$ cat config.mk
export PLATFORM = sky130hd
export DESIGN_NAME = off_chip_link_gen2
export DESIGN_NICKNAME = d
export VERILOG_FILES = /design/src/rtl/off_chip_link_gen2.sv
export SDC_FILE = /design/constraint.sdc
export NUM_CORES = 1
export LEC_CHECK = 0
export ABC_CLOCK_PERIOD_IN_PS = 9860
export CAP_MARGIN = 5
export CORE_ASPECT_RATIO = 0.75
export CORE_MARGIN = 5
export CORE_UTILIZATION = 60
export CTS_CLUSTER_SIZE = 30
export DETAILED_ROUTE_END_ITERATION = 8
export DONT_BUFFER_PORTS = 1
export GPL_TIMING_DRIVEN = 1
export PLACE_DENSITY = 0.79
export SKIP_CTS_REPAIR_TIMING = 1
export SLEW_MARGIN = 25
export SYNTH_ARGS = -nofsm -noshare
export SYNTH_HDL_FRONTEND = slang
export SYNTH_SLANG_ARGS = --single-unit
$ cat constraint.sdc
create_clock -name clk -period 9.86 [get_ports clk]
set_clock_uncertainty 0.15 [all_clocks]
set_input_delay 1.972 -clock clk [delete_from_list [all_inputs] [get_ports clk]]
set_output_delay 1.972 -clock clk [all_outputs]
set_load 0.02 [all_outputs]
$ cat src/rtl/off_chip_link_gen2.sv
// Off-chip link model, second generation: splits words into link beats, passes them through a
// credit-managed narrow FIFO and reassembles them, with per-word contiguous or byte-striped storage.
//
// write FSM states
//   state | meaning
//   IDLE  | no word held, waiting for an accept
//   SEND  | writing beat cnt_q of the held word into the FIFO
module off_chip_link_gen2 #(
  parameter int DATA_W = 64,
  parameter int LINK_W = 32,
  parameter int DEPTH  = 8
) (
  input  logic                       clk,
  input  logic                       rst,
  input  logic [DATA_W-1:0]          in_data,
  input  logic                       in_valid,
  output logic                       in_ready,
  input  logic                       stripe_en,
  output logic [DATA_W-1:0]          out_data,
  output logic                       out_valid,
  input  logic                       out_ready,
  output logic [LINK_W-1:0]          link_data,
  output logic                       link_valid,
  output logic [$clog2(DEPTH+1)-1:0] level
);

  localparam int BEATS = DATA_W / LINK_W;
  localparam int CHUNK = LINK_W / BEATS;
  localparam int CNT_W = (BEATS > 1) ? $clog2(BEATS) : 1;
  localparam int ASM_W = $clog2(BEATS + 1);
  localparam int PTR_W = $clog2(DEPTH);
  localparam int LVL_W = $clog2(DEPTH + 1);

  typedef enum logic {IDLE, SEND} wr_state_t;

  wr_state_t         state_q, state_d;
  logic [CNT_W-1:0]  cnt_q, cnt_d;
  logic [DATA_W-1:0] word_q;
  logic              mode_q;
  logic              last_beat, accept;
  logic [LINK_W-1:0] beat_w;

  assign last_beat = (state_q == SEND) && (cnt_q == CNT_W'(BEATS - 1));
  // in_ready is gated by rst so it reads 0 while reset is asserted
  assign in_ready  = rst && ((state_q == IDLE) || last_beat) && (level <= LVL_W'(DEPTH - BEATS));
  assign accept    = in_valid && in_ready;

  always_comb begin
    state_d = state_q;
    cnt_d   = cnt_q;
    case (state_q)
      IDLE: begin
        if (accept) begin
          state_d = SEND;
          cnt_d   = '0;
        end
      end
      SEND: begin
        if (last_beat) begin
          cnt_d   = '0;
          state_d = accept ? SEND : IDLE;
        end else begin
          cnt_d = cnt_q + 1'b1;
        end
      end
      default: state_d = IDLE;
    endcase
  end

  always_ff @(posedge clk or negedge rst) begin
    if (!rst) begin
      state_q <= IDLE;
      cnt_q   <= '0;
      word_q  <= '0;
      mode_q  <= 1'b0;
    end else begin
      state_q <= state_d;
      cnt_q   <= cnt_d;
      if (accept) begin
        word_q <= in_data;
        mode_q <= stripe_en;
      end
    end
  end

  always_comb begin
    beat_w = word_q[int'(cnt_q)*LINK_W +: LINK_W];
    if (mode_q) begin
      for (int l = 0; l < BEATS; l++)
        beat_w[l*CHUNK +: CHUNK] = word_q[l*LINK_W + int'(cnt_q)*CHUNK +: CHUNK];
    end
  end

  assign link_valid = (state_q == SEND);
  assign link_data  = link_valid ? beat_w : '0;

  // FIFO entry = {mode bit, beat}
  logic [LINK_W:0]       mem [DEPTH];
  logic [PTR_W-1:0]      wptr, rptr;
  logic [LVL_W-1:0]      used;
  logic [LINK_W:0]       rd_ent;
  logic [LINK_W-1:0]     asm_q [BEATS];
  logic [LINK_W-1:0]     cur [BEATS];
  logic                  asm_mode_q, cur_mode;
  logic [ASM_W-1:0]      asm_cnt;
  logic                  buf_full, pop, complete_now, load_ok, load;
  logic [DATA_W-1:0]     word_d;

  always_ff @(posedge clk) begin
    if (link_valid) mem[wptr] <= {mode_q, beat_w};
  end

  assign rd_ent       = mem[rptr];
  assign buf_full     = (asm_cnt == ASM_W'(BEATS));
  assign pop          = (used != '0) && !buf_full;
  assign complete_now = pop && (asm_cnt == ASM_W'(BEATS - 1));
  assign load_ok      = !out_valid || out_ready;
  assign load         = (buf_full || complete_now) && load_ok;

  // the beat being popped joins the buffer combinationally so a completing word loads at once
  always_comb begin
    for (int k = 0; k < BEATS; k++)
      cur[k] = (pop && (asm_cnt == ASM_W'(k))) ? rd_ent[LINK_W-1:0] : asm_q[k];
    cur_mode = pop ? rd_ent[LINK_W] : asm_mode_q;
    word_d   = '0;
    for (int k = 0; k < BEATS; k++)
      word_d[k*LINK_W +: LINK_W] = cur[k];
    if (cur_mode) begin
      for (int k = 0; k < BEATS; k++)
        for (int l = 0; l < BEATS; l++)
          word_d[l*LINK_W + k*CHUNK +: CHUNK] = cur[k][l*CHUNK +: CHUNK];
    end
  end

  always_ff @(posedge clk or negedge rst) begin
    if (!rst) begin
      wptr       <= '0;
      rptr       <= '0;
      used       <= '0;
      level      <= '0;
      asm_cnt    <= '0;
      asm_mode_q <= 1'b0;
      out_data   <= '0;
      out_valid  <= 1'b0;
      for (int k = 0; k < BEATS; k++) asm_q[k] <= '0;
    end else begin
      if (link_valid) wptr <= wptr + 1'b1;
      if (pop)        rptr <= rptr + 1'b1;

      case ({link_valid, pop})
        2'b10:   used <= used + 1'b1;
        2'b01:   used <= used - 1'b1;
        default: used <= used;
      endcase

      case ({accept, pop})
        2'b10:   level <= level + LVL_W'(BEATS);
        2'b01:   level <= level - 1'b1;
        2'b11:   level <= level + LVL_W'(BEATS - 1);
        default: level <= level;
      endcase

      if (pop) begin
        asm_mode_q <= rd_ent[LINK_W];
        for (int k = 0; k < BEATS; k++)
          if (asm_cnt == ASM_W'(k)) asm_q[k] <= rd_ent[LINK_W-1:0];
      end

      if (load)     asm_cnt <= '0;
      else if (pop) asm_cnt <= asm_cnt + 1'b1;

      if (load) begin
        out_data  <= word_d;
        out_valid <= 1'b1;
      end else if (out_valid && out_ready) begin
        out_valid <= 1'b0;
      end
    end
  end

endmodule

==> impl_results.md, run 1 <==
* Status: finished, final reports clean
* Startpoint Class: flip-flop
* IO Pins at 172
* Setup WS pre-CTS at 5.23 ns
* I/O Buffers at 0
* Die X at 221 microns
* Fin cells at 1834
* Top-area cell type share of the netlist area at 39.6%
* RSZ-0062 raised after global routing: no
* Synth Area per Inst at 14.6 sq um
* Net Count, Synth at 1452
* Worst setup margin at 5.05 ns
* Met3 GRT Util at 3.47%
* Period utilization at 48.7%
* Avg Vias per Cell at 5.98
* Post-Route WL at 42500 microns
* Worst slew margin at 30.2%
* Grt ovf at 0
* Asr flop ratio synth at 44.7%
* Core ar. at 0.0332 sq mm
* Clock sink count at 477
* CTS buffer count at 43
* Initial core utilization at 60.2%
* Max VDD drop at 0.129 mV
* Detail Placement HPWL at 25900 microns
* Initial drt markers at 929
* Number of global-route vias before repair at 11048
* Total GRT Usage at 22.4%
* Diodes inserted at 0
* Clk root buf: clkbuf_16
* Post-synth EDFFs at 264
* Antenna violations before repair at 0
* Area contributors post-synth: edfxtp_1 40%, dfrtp_1 27%, mux2i_1 9.9%
* Flops & latches, synth at 477
* Sequential area share after synthesis at 66.2%
* Req. time, crit path at 7.74 ns
* RD Place Congestion at 0.765
* Fin crit period at 4.81 ns
* Synth area leader: edfxtp_1
* Worst slew pin tran at 1.05 ns
* DP Cell Count at 1753
* Synth unique cells at 42
* Pleak at 0.00880 uW
* Busiest grt layer: met2
* DR pass1 iterations at 5
* Syn Std Cell Area at 0.0200 sq mm
* Grt met2 use at 40.2%
* First-pass GRT wire length at 65600 microns
* Pwr Density at 170 mW/mm^2
* Routed length per placed instance at 23.2 microns
* Slew Limit Fails at 0
* Via Count at 10967
* Main synth FF type: edfxtp_1
* Fin Setup TNS at 0 ns
* Reg area at 0.0133 sq mm
* Setup CP Type: reg2out
* Crit end category: primary output
* Syn Inst Count at 1370
* Max Root-Sink Buffers at 3
* Critical path fanouts, max at 41
* Die footprint at 0.0372 sq mm
* Final setup fails at 0
* DRC viols at 0
* HP Class: reg2reg
* Nets at 1431
* Clock-pin slew on the worst setup and hold paths at 0.06 ns
* Final Hold Viols at 0
* Die Span Y at 168 microns
* Largest net degree at the start of global routing at 215
* FP Rows at 58
* Area of the multi-input gates at 0.00597 sq mm
* Area Growth Syn to Fin at 8.35%
* CTS tree: built
* Share of cells above drive strength 1 at 16.7%
* Syn. warnings at 0
* H-tree lvl count at 2
* Met1 global-route usage at 28.8%
* Post-route ant nets at 0
* Max Fclk at 208 MHz
* Max Cap Viol at 0
* Worst skew pair latency at 0.55 ns
* Worst Path Arrival at 2.68 ns
* Layout fillers at 2337
[critical path, stage by stage (launching register included)]
cell and delay (ns):
dfrtp_4 0.86, mux2i_1 0.14, o21ai_0 0.77, and2_1 0.36
[placed cells by master, fill, tap and decap left out, types with 2 or more instances in the layout]
| cell | synthesis | final |
|---|---|---|
| xor2_1 | 7 | 7 |
| o21ai_0 | 20 | 20 |
| clkinv_2 | 0 | 5 |
| and3_4 | 2 | 2 |
| mux2_4 | 38 | 38 |
| nor3_2 | 0 | 2 |
| clkbuf_16 | 0 | 43 |
| a21o_1 | 2 | 2 |
| a22oi_1 | 66 | 66 |
| fa_1 | 2 | 2 |
| ha_1 | 11 | 11 |
| a21oi_1 | 19 | 19 |
| nand3_1 | 35 | 35 |
| clkinv_1 | 1 | 7 |
| o21ai_1 | 32 | 32 |
| dfrtp_4 | 0 | 3 |
| clkbuf_1 | 47 | 15 |
| inv_1 | 104 | 104 |
| mux2i_1 | 198 | 198 |
| nand2b_1 | 4 | 4 |
| nand2_1 | 29 | 29 |
| nor2_4 | 1 | 2 |
| buf_4 | 2 | 17 |
| edfxtp_1 | 264 | 264 |
| a31oi_1 | 64 | 64 |
| clkbuf_8 | 0 | 7 |
| nor2_1 | 27 | 20 |
| nor2b_4 | 0 | 2 |
| dfrtp_1 | 213 | 210 |
| nor2_2 | 0 | 6 |
| and2_1 | 33 | 32 |
| xnor2_1 | 7 | 7 |
| mux2_2 | 92 | 92 |
| inv_6 | 0 | 3 |
[where the power goes]
part | internal [uW] | switching (uW)
combinational | 0.433 | 0.266
sequential | 2090 | 0.0000000000000524
clock | 890 | 714
total | 2980 | 715
[per-stage QoR]
| step | hold slack, ns | utilization, % | cell area [sq um] | power [uW] |
|---|---|---|---|---|
| 6_report | 0.349 | 65.3 | 21700 | 3690 |
| 5_1_grt | 0.350 | 65.3 | 21700 | 3810 |
| 4_1_cts | 0.325 | 65.2 | 21700 | 3720 |
| 3_5_place_dp | 0.313 | 61.2 | 20300 | 2130 |
| 3_3_place_gp | 0.315 | 61.1 | 20300 | 2130 |
| 2_1_floorplan | 0.294 | - | 20000 | 2130 |
[worst paths after layout]
check                        start            end  slack, ns  cells after the start
max                         mode_q  link_data[21]       5.05                      3
min                        used[3]        used[3]       0.35                      1
max reg2reg                rptr[0]   out_data[25]       6.19                      7
min reg2reg                used[3]        used[3]       0.35                      1
max in group asynchronous      rst       asm_q[3]       8.19                      0
min in group asynchronous      rst     word_q[33]       0.98                      0
[final cells by class]
| type | instances | area share, % |
|---|---|---|
| clock buffers | 65 | 5.66 |
| repair buffers | 19 | 0.767 |
| flip-flops and latches | 477 | 61.2 |
| clock inverters | 15 | 0.479 |
| well taps | 450 | 2.60 |
| inverters | 106 | 1.83 |
| multi-input cells | 702 | 27.5 |
[cell usage after synthesis, types with 2 or more instances]
master	count
edfxtp_1	264
dfrtp_1	213
mux2i_1	198
inv_1	104
mux2_2	92
a22oi_1	66
a31oi_1	64
clkbuf_1	47
mux2_4	38
nand3_1	35
and2_1	33
o21ai_1	32
nand2_1	29
nor2_1	27
buf_2	21
o21ai_0	20
a21oi_1	19
ha_1	11
buf_6	10
xnor2_1	7
xor2_1	7
nand2b_1	4
nor2b_1	3
a21o_1	2
and3_4	2
buf_1	2
buf_4	2
buf_8	2
fa_1	2
nor3_1	2
[layer usage]
layer  share of wire, %  vias up
met2                 54      286
met3                4.6       71
li1                   -     4957
met4                2.3        0
met5                  0        -
met1                 39     5653
[kinds of logic after synthesis]
group / count (synthesis) / synth area share (%)
flops: 477 / 66.2
mux: 328 / 17.9
compound gates: 207 / 6.48
buf+inv: 191 / 4.32
simple gates: 140 / 3.57
xor+xnor: 14 / 0.612
fa+ha+maj: 13 / 0.887
[flip-flops by register name (all words and copies together), names as in the netlist, 2 cells and up]
register and count:
used 4, wptr 3, mem 264, out_data 64, level 4, rptr 3
asm_cnt 2, word_q 64, asm_q 64
Note: power is estimated with default switching activity, not from simulation.
==> run 2, diff against run 1 <==
--- a/config.mk
+++ b/config.mk
@@ -5,7 +5,7 @@
 export SDC_FILE = /design/constraint.sdc
 export NUM_CORES = 1
 export LEC_CHECK = 0
-export ABC_CLOCK_PERIOD_IN_PS = 9860
+export ABC_CLOCK_PERIOD_IN_PS = 4700
 export CAP_MARGIN = 5
 export CORE_ASPECT_RATIO = 0.75
 export CORE_MARGIN = 5
==> constraint.sdc (replaced) <==
create_clock -name clk -period 4.7 [get_ports clk]
set_clock_uncertainty 0.15 [all_clocks]
set_input_delay 0.94 -clock clk [delete_from_list [all_inputs] [get_ports clk]]
set_output_delay 0.94 -clock clk [all_outputs]
set_load 0.02 [all_outputs]
==> run 2 against run 1 <==
  * The flow now finishes with violations (negative hold slack)
  * Core utilization up 0.16 points
  * Critical path type unchanged
  * Wire length shrank 0.43%
  * Largest cell class unchanged
  * Cell count up 0.16%
==> impl_results.md, run 2 (synthesis gave the netlist of run 1 again) <==
* Setup CP Type: reg2out (unchanged)
* Core ar. at 0.0332 sq mm (unchanged)
* Via Count at 10856 (was 10967)
* Pleak at 0.00884 uW (was 0.00880 uW)
* Die X at 221 microns (unchanged)
* Startpoint Class: flip-flop (unchanged)
* CTS buffer count at 44 (was 43)
* Area Growth Syn to Fin at 8.61% (was 8.35%)
* Slew Limit Fails at 0 (unchanged)
* Reg with most FFs: mem (unchanged)
* Status: finished with violations (was finished, final reports clean)
* Reg2Reg Depth at 10 (was 7)
* Clk root buf: clkbuf_16 (unchanged)
* R2R Path Start: cnt_q (was rptr[0])
* Clock sink count at 477 (unchanged)
* Register-to-Register Setup Slack at 1.47 ns (was 6.19 ns)
* Initial core utilization at 60.2% (unchanged)
* Die footprint at 0.0372 sq mm (unchanged)
* Failing checks: negative hold slack
* Max Fclk at 258 MHz
* Final setup fails at 0 (unchanged)
* Final Hold Viols at 74 (was 0)
* Share of cells above drive strength 1 at 17.2% (was 16.7%)
* Worst setup path end: link_data[18] (was link_data[21])
* Req. time, crit path at 3.61 ns (was 7.74 ns)
* Period utilization at 82.6%
* Detail Placement HPWL at 26500 microns (was 25900 microns)
* HP Class: in2async (was reg2reg)
* Max VDD drop at 0.348 mV (was 0.129 mV)
* Antenna violations before repair at 0 (unchanged)
* Avg Vias per Cell at 5.91 (was 5.98)
* IO Pins at 172 (unchanged)
* Largest net degree at the start of global routing at 215 (unchanged)
* RSZ-0062 raised after global routing: no (unchanged)
* CTS tree: built (unchanged)
* DRC viols at 0 (unchanged)
* Worst skew pair latency at 0.55 ns (about the same)
* Nets at 1433 (was 1431)
* Total Power at 7830 uW (was 3690 uW)
* Fin Hold WS at -0.0595 ns (was 0.349 ns)
* DR pass1 iterations at 5 (unchanged)
* First-pass GRT wire length at 65900 microns (was 65600 microns)
* Max Root-Sink Buffers at 3 (unchanged)
* Critical path fanouts, max at 31 (was 41)
* Layout fillers at 2342 (was 2337)
* Worst setup startpoint: mode_q (unchanged)
* Crit path max-delay cell type: o21ai_0 (was dfrtp_4)
* Routed length per placed instance at 23.0 microns (was 23.2 microns)
* FP Rows at 58 (unchanged)
* Clock-pin slew on the worst setup and hold paths at 0.06 ns (about the same)
* Die Span Y at 168 microns (unchanged)
* Crit Reg-Reg Endpoint: level[3] (was out_data[25])
* Max reg flops at 264 (unchanged)
* Max Cap Viol at 0 (unchanged)
* Initial drt markers at 912 (was 929)
* Worst slew margin at 37.4% (was 30.2%)
* Total GRT Usage at 22.6% (was 22.4%)
* RD Place Congestion at 0.802 (was 0.765)
* Diodes inserted at 0 (unchanged)
* Post-Route WL at 42300 microns (was 42500 microns)
* Crit path cell chain: buf_4 > mux2i_1 > o21ai_0 > and2_1 (was mux2i_1 > o21ai_0 > and2_1)
* Fin crit period at 3.88 ns
* Pwr Density at 360 mW/mm^2 (was 170 mW/mm^2)
* Most common cell after layout, fill and taps aside: edfxtp_1 (unchanged)
* I/O Buffers at 0 (unchanged)
* Worst Path Arrival at 2.79 ns (was 2.68 ns)
* Worst setup margin at 0.819 ns (was 5.05 ns)
* Max incr delay on CP at 0.75 ns (was 0.86 ns)
* H-tree lvl count at 2 (unchanged)
* Fin Setup TNS at 0 ns (unchanged)
* Crit end category: primary output (unchanged)
* Worst slew pin tran at 0.929 ns (was 1.05 ns)
* Post-route ant nets at 0 (unchanged)
* Commonest cells after routing, fill and taps aside: 264 x edfxtp_1, 210 x dfrtp_1, 198 x mux2i_1 (unchanged)
* Setup WS pre-CTS at 1.33 ns (was 5.23 ns)
* Number of global-route vias before repair at 11130 (was 11048)
* Grt ovf at 0 (unchanged)
## run 2: changes by cell type in the layout (fill, tap and decap cells not counted), sizes merged
cell and change:
clkbuf -4, clkinv +4, clkinvlp +2, buf +1
## run 2: cell type report
class                      count  area (sq um)  area share (%)
sequential                   477         13300            61.0
clock buffer                  61          1260            5.78
clock inverter                21           138           0.633
multi-input combinational    702          5950            27.4
inverter                     106           398            1.83
timing repair buffer          20           175           0.805
tap                          450           563            2.59
## run 2: worst max-delay path, delay by kind of cell (launching register included)
family | cells | cell delay [ns]
AO/OA/AOI/OAI | 1 | 0.75
buffers and inverters | 1 | 0.51
flip-flops | 1 | 0.48
multiplexers | 1 | 0.14
AND/OR/NAND/NOR | 1 | 0.36
## run 2: power breakdown
| part | switching [uW] | total (uW) | internal, uW |
|---|---|---|---|
| Combinational | 0.563 | 1.47 | 0.906 |
| Clock | 1510 | 3450 | 1940 |
| Sequential | 0.000000000000108 | 4380 | 4380 |
| Total | 1510 | 7830 | 6320 |
## run 2: worst min path at each step
stage | start | end | slack, ns | depth (start not counted)
6_report | rst | word_q[17] | -0.06 | 0
5_1_grt | rst | word_q[17] | -0.08 | 0
4_1_cts | rst | word_q[34] | -0.07 | 0
3_5_place_dp | used[3] | used[3] | 0.31 | 1
3_3_place_gp | used[3] | used[3] | 0.31 | 1
2_1_floorplan | used[3] | used[3] | 0.29 | 1
## run 2: through the flow
step,utilization (%),hold slack (ns),cell area [sq um],std cells
floorplan,-,0.294,20000,1370
global placement,61.2,0.314,20400,1755
detailed placement,61.2,0.313,20400,1755
CTS,65.4,-0.0743,21700,1837
global route,65.4,-0.0841,21700,1837
finish,65.4,-0.0595,21700,1837
## run 2: routing by layer
layer / up-vias / track usage (%) / part of all wire (%)
li1: 4959 / - / -
met1: 5506 / 29.9 / 40
met2: 328 / 39.3 / 52
met3: 63 / 3.78 / 4.9
met4: 0 / 6.33 / 2.6
met5: - / 0 / 0
